<file path="src/rtl/lenet_buf_pkg.sv">
// lenet_buf_pkg: shared state encodings and FIFO depth for the buffer read sequencer
package lenet_buf_pkg;
    localparam logic [1:0] ST_IDLE  = 2'd0;
    localparam logic [1:0] ST_RUN   = 2'd1;
    localparam logic [1:0] ST_DRAIN = 2'd2;
    localparam logic [1:0] ST_DONE  = 2'd3;
    localparam int FIFO_DEPTH = 2;
endpackage

</file>
<file path="src/rtl/buf_read_skid.sv">
// buf_read_skid: 2-entry FIFO holding read data until downstream accepts it
module buf_read_skid
    import lenet_buf_pkg::*;
#(
    parameter int BW = 8
) (
    input  logic          clk,
    input  logic          global_rst_n,
    input  logic          i_clr,
    input  logic          i_push,
    input  logic [BW-1:0] i_din,
    input  logic          i_pop,
    output logic [BW-1:0] o_dout,
    output logic          o_full,
    output logic          o_empty
);
    logic [1:0]    cnt;
    logic [BW-1:0] head;
    logic [BW-1:0] tail;
    logic          do_pop;
    logic          do_push;

    assign do_pop  = i_pop && cnt != 2'd0;
    assign do_push = i_push && (!o_full || do_pop);
    assign o_full  = cnt == 2'(FIFO_DEPTH);
    assign o_empty = cnt == 2'd0;
    assign o_dout  = head;

    // head is the oldest word; tail only holds a second word when two are queued
    always_ff @(posedge clk or negedge global_rst_n) begin
        if (!global_rst_n) begin
            cnt  <= '0;
            head <= '0;
            tail <= '0;
        end else if (i_clr) begin
            cnt  <= '0;
            head <= '0;
            tail <= '0;
        end else begin
            cnt <= cnt + 2'(do_push) - 2'(do_pop);
            if (do_pop && cnt == 2'd2)
                head <= tail;
            else if (do_push && (cnt == 2'd0 || do_pop))
                head <= i_din;
            if (do_push && (cnt - 2'(do_pop)) == 2'd1)
                tail <= i_din;
        end
    end
endmodule

</file>
<file path="src/rtl/buf_read_seq.sv">
// buf_read_seq: reads a buffer CNT_DEPTH words per pass and streams it out; BUF_READ_SEQ_STALL_CNT_EN adds o_stall_cnt
module buf_read_seq
    import lenet_buf_pkg::*;
#(
    parameter int BW         = 8,
    parameter int CNT_WIDTH  = 4,
    parameter int CNT_DEPTH  = 16,
    parameter int PASS_WIDTH = 4
) (
    input  logic                  clk,
    input  logic                  global_rst_n,
    input  logic                  i_rst,
    input  logic                  i_load_done,
    input  logic                  i_start,
    input  logic [PASS_WIDTH-1:0] i_num_pass,
    output logic                  o_rd_en,
    output logic [CNT_WIDTH-1:0]  o_rd_addr,
    input  logic [BW-1:0]         i_rd_data,
    output logic [BW-1:0]         o_data,
    output logic                  o_valid,
    input  logic                  i_ready,
    output logic                  o_busy,
    output logic                  o_done,
    output logic [PASS_WIDTH-1:0] o_pass_idx
`ifdef BUF_READ_SEQ_STALL_CNT_EN
    ,
    output logic [15:0]           o_stall_cnt
`endif
);
    logic [1:0]            state;
    logic [PASS_WIDTH-1:0] num_pass;
    logic                  rd_vld;
    logic                  fifo_full;
    logic                  fifo_empty;
    logic [1:0]            occ;
    logic [2:0]            pend;
    logic                  issue_ok;
    logic                  start;
    logic                  addr_end;
    logic                  last_rd;

    assign o_valid  = !fifo_empty;
    assign o_busy   = state == ST_RUN || state == ST_DRAIN;
    assign o_done   = state == ST_DONE;
    assign start    = state == ST_IDLE && i_start && i_load_done;
    assign occ      = {fifo_full, !fifo_full && !fifo_empty};
    // words that will occupy the FIFO after this edge, counting the read on the bus and the one being issued
    assign pend     = 3'(occ) + 3'(rd_vld) + 3'(o_rd_en) - 3'(o_valid && i_ready);
    assign issue_ok = pend < 3'(FIFO_DEPTH);
    assign addr_end = o_rd_addr == CNT_WIDTH'(CNT_DEPTH - 1);
    assign last_rd  = o_rd_en && addr_end && o_pass_idx == num_pass - PASS_WIDTH'(1);

    buf_read_skid #(.BW(BW)) u_fifo (
        .clk          (clk),
        .global_rst_n (global_rst_n),
        .i_clr        (i_rst),
        .i_push       (rd_vld),
        .i_din        (i_rd_data),
        .i_pop        (i_ready),
        .o_dout       (o_data),
        .o_full       (fifo_full),
        .o_empty      (fifo_empty)
    );

    // sequencer: issues reads only while the FIFO can absorb every outstanding word
    always_ff @(posedge clk or negedge global_rst_n) begin
        if (!global_rst_n) begin
            state      <= ST_IDLE;
            o_rd_en    <= 1'b0;
            o_rd_addr  <= '0;
            o_pass_idx <= '0;
            num_pass   <= '0;
            rd_vld     <= 1'b0;
        end else if (i_rst) begin
            state      <= ST_IDLE;
            o_rd_en    <= 1'b0;
            o_rd_addr  <= '0;
            o_pass_idx <= '0;
            num_pass   <= '0;
            rd_vld     <= 1'b0;
        end else begin
            rd_vld <= o_rd_en;
            case (state)
                ST_IDLE: if (start) begin
                    state      <= ST_RUN;
                    o_rd_en    <= 1'b1;
                    o_rd_addr  <= '0;
                    o_pass_idx <= '0;
                    num_pass   <= (i_num_pass == '0) ? PASS_WIDTH'(1) : i_num_pass;
                end
                ST_RUN: begin
                    if (o_rd_en) begin
                        o_rd_addr <= addr_end ? '0 : o_rd_addr + CNT_WIDTH'(1);
                        if (addr_end && !last_rd)
                            o_pass_idx <= o_pass_idx + PASS_WIDTH'(1);
                    end
                    o_rd_en <= !last_rd && issue_ok;
                    if (last_rd)
                        state <= ST_DRAIN;
                end
                ST_DRAIN: if (fifo_empty && !rd_vld) state <= ST_DONE;
                default: state <= ST_IDLE;
            endcase
        end
    end

`ifdef BUF_READ_SEQ_STALL_CNT_EN
    // saturating count of cycles where a word waits on downstream
    always_ff @(posedge clk or negedge global_rst_n) begin
        if (!global_rst_n)
            o_stall_cnt <= '0;
        else if (i_rst || start)
            o_stall_cnt <= '0;
        else if (o_valid && !i_ready && o_stall_cnt != 16'hFFFF)
            o_stall_cnt <= o_stall_cnt + 16'd1;
    end
`endif
endmodule

</file>
<file path="config.mk">
export PLATFORM = sky130hd
export DESIGN_NAME = buf_read_seq
export DESIGN_NICKNAME = d
export VERILOG_FILES = /design/src/rtl/lenet_buf_pkg.sv /design/src/rtl/buf_read_skid.sv /design/src/rtl/buf_read_seq.sv
export SDC_FILE = /design/constraint.sdc
export NUM_CORES = 1
export LEC_CHECK = 0
export ABC_AREA = 1
export BUFFER_PORTS_ARGS = -buffer_cell sky130_fd_sc_hd__buf_4
export CAP_MARGIN = 40
export CORE_MARGIN = 2
export CORE_UTILIZATION = 54
export DETAILED_ROUTE_END_ITERATION = 8
export PLACE_DENSITY = 0.85
export SYNTH_ARGS = -nofsm -noshare
export SYNTH_HDL_FRONTEND = slang
export SYNTH_SLANG_ARGS = --single-unit
</file>
<file path="constraint.sdc">
create_clock -name clk -period 3.61 [get_ports clk]
set_input_delay 0.1805 -clock clk [delete_from_list [all_inputs] [get_ports clk]]
set_output_delay 0.1805 -clock clk [all_outputs]
set_load 0.02 [all_outputs]
</file>
==> summary.md <==
| Metric | Value |
|---|---|
| Remaining antenna violation count | 0 |
| Drt wl/cell | 11.7 µm |
| Sink Count | 34 |
| Number of placed cells counting well taps | 340 |
| Initial antenna violation count | 0 |
| Post-Synthesis Cells | 260 |
| Max-slew violations | 0 |
| Top cell type's share of synthesized area | 41.7% |
| Layout cells sized above 1 | 19.9% |
| Leading post-synthesis cells by cell area | dfrtp_1 42%, inv_1 9.8%, nand2_1 7.9% |
| Synth-to-layout area growth | 19.4% |
| Vias in the first global route | 1,665 |
| Nets | 331 |
| Vias | 1,780 |
| Die Footprint | 4280 µm² |
| Root Buffer | clkbuf_8 |
| Pwr Total | 1.48 mW |
| CTS buffer count | 5 |
| Synth cell types | 28 |
| Arr. time, crit path | 2.69 ns |
| Hpwl dp | 3050 µm |
| Ant. Diodes | 0 |
| Peak Freq | 404 MHz |
| Crit-path max FO | 4 |
| Worst skew pair latency | 0.29 ns |
| Fin crit period | 2.47 ns |
| Slew HR | 59.8% |
| Largest net degree at the start of global routing | 35 |
| Final cell count without fillers | 349 |
| Setup CP Type | flop to flop |
| GPL Wtd Cong | 0.832 |
| Drt first pass iters | 4 |
| Hold WC Path Type | input pin to flop |
| First-pass GRT wire length | 7040 µm |
| Hold Fails Final Rpt | 0 |
| Mean Syn Cell Area | 7.84 µm² |
| CP required | 3.83 ns |
| YS warnings | 0 |
| Total congestion overflow | 0 |
| Post-synth net total | 291 |
| PwrDens | 606 nW/µm² |
| Status | finished, final reports clean |
| Final Cycle Share | 68.5% |
| Flops & latches, synth | 34 |
| DIE HEIGHT | 65.5 µm |
| Htree depth | 2 |
| CTS resizes | 0 |
| Seq/Total Area, Yosys | 41.7% |
| Mapped Area | 2040 µm² |
| Area leader, netlist | dfrtp_1 |
| Vias/cell | 5.10 |
| Final core occ | 67.0% |
| LEAKAGE | 1.29 nW |
| Detailed Route WL | 4080 µm |
| I/O pins | 38 |
| FILL cells | 328 |
| Core ar. | 3630 µm² |
| GR Util All Layers | 21.3% |
| IO Port Bufs | 37 |
| Layout Skew | 0.00524 ns |
| Max-Cap Viols | 0 |
| Initial DRC Count | 117 |
| Chip width | 65.5 µm |
| Clk buf depth | 2 |
| Worst-Margin Slew | 0.599 ns |
| Worst-path clk slew | 0.07 ns |
| Std cell rows | 22 |
| DRC | 0 |
| Max IR drop VDD | 354 µV |
| Endpoints failing setup | 0 |
| Crit. End Element | flop |
| Critical path launch point type | flop |
| CTS tree | yes |
| Initial core utilization | 56.1% |
| Setup_tns | 0 ns |
| RSZ-0062 raised after global routing | no |
==> logic make-up (layout without fill, tap and decap cells) <==
kind of cell               after synthesis  after routing  share of synthesized area (%)
and+or+nand+nor                         90             90                           19.9
buffers and inverters                   62            103                           12.6
AOI/OAI and AO/OA                       58             58                           16.1
DFF                                     34             34                           41.7
adders and majority gates               13             13                           8.34
xor gates and xnor gates                 3              3                           1.29
==> state kept, by name, summed over array words and instances (netlist names) <==
signal and count:
num_pass 4, o_pass_idx 4, o_rd_addr 4, o_rd_en 1, rd_vld 1, state 2
u_fifo.cnt 2, u_fifo.o_dout 8, u_fifo.tail 8
==> per-layer routing <==
metal	wire, µm	up-vias	track usage, %
met4	65	0	8.85
met5	0	-	0
met3	190	6	4.97
met1	1930	820	27.8
li1	-	921	-
met2	1890	33	33.9
==> final timing paths <==
kind	from	end	slack (ns)	depth (start not counted)
max in group asynchronous	global_rst_n	u_fifo.o_dout[7]	2.93	2
hold reg to reg	u_fifo.o_dout[3]	u_fifo.o_dout[3]	0.48	2
min in group asynchronous	global_rst_n	o_rd_addr[0]	0.37	2
setup reg to reg	u_fifo.cnt[1]	o_rd_en	1.14	12
setup / recovery	u_fifo.cnt[1]	o_rd_en	1.14	12
hold / removal	i_num_pass[0]	num_pass[0]	0.16	3
==> power breakdown <==
| group | total [mW] | switching (mW) | internal [mW] | leakage, nW |
|---|---|---|---|---|
| combinational | 0.665 | 0.411 | 0.254 | 0.789 |
| clock | 0.293 | 0.139 | 0.154 | 0.0482 |
| sequential | 0.520 | 0.0634 | 0.456 | 0.457 |
| total | 1.48 | 0.613 | 0.864 | 1.29 |
==> cell usage in the layout, fill, tap and decap left out, drive strengths merged <==
cell,count
xnor2,1
o22ai,12
dfrtp,34
nand2,47
a31oi,1
ha,12
clkbuf,7
inv,57
buf,37
fa,1
o21a,1
nand4,3
a21oi,15
nor3,1
nor4,3
dlygate4sd3,1
clkinv,1
nand3,15
a21o,1
o211ai,1
xor2,2
nor2,21
o21ai,27
==> stage by stage <==
step           worst slack [ns]  hold slack (ns)  area [µm²]
3_3_place_gp               1.26            0.152        2330
6_report                   1.14            0.159        2440
2_1_floorplan              1.34           -0.115        2040
5_1_grt                   0.930            0.157        2440
3_5_place_dp               1.15            0.154        2330
4_1_cts                    1.13            0.153        2440
==> Yosys cell counts, drive strengths merged <==
library cell / count
o22ai: 12
nor3: 1
o21ai: 27
nor2: 21
a31oi: 1
xnor2: 1
fa: 1
nor4: 3
nand2: 47
ha: 12
a21oi: 15
o211ai: 1
xor2: 2
o21a: 1
dfrtp: 34
inv: 57
clkbuf: 1
nand3: 15
a21o: 1
nand4: 3
buf: 4
==> final cells by class <==
cell class                      count  area (µm²)  share of cell area, %
Clock buffer                        7        86.3                   3.54
Clock inverter                      1        5.00                  0.205
Inverter                           57         214                   8.78
Multi-Input combinational cell    164         932                   38.3
Sequential cell                    34         851                   34.9
Tap cell                           48        60.1                   2.47
Timing Repair Buffer               38         288                   11.8
==> repair_timing <==
item / in CTS / in global routing
buffers inserted: 0 / 0
hold buffers: 1 / 0
endpoints found under the hold margin: 34 / 0
==> critical path, stage by stage (launching register included) <==
cell,delay [ns]
dfrtp_1,0.42
inv_2,0.08
a21oi_1,0.23
ha_1,0.28
inv_1,0.06
ha_1,0.22
a21o_1,0.17
fa_1,0.38
inv_1,0.08
nor2_1,0.05
nor4_1,0.24
nand2_1,0.08
a21oi_1,0.12
No activity file was read; power rests on OpenSTA's default activity.
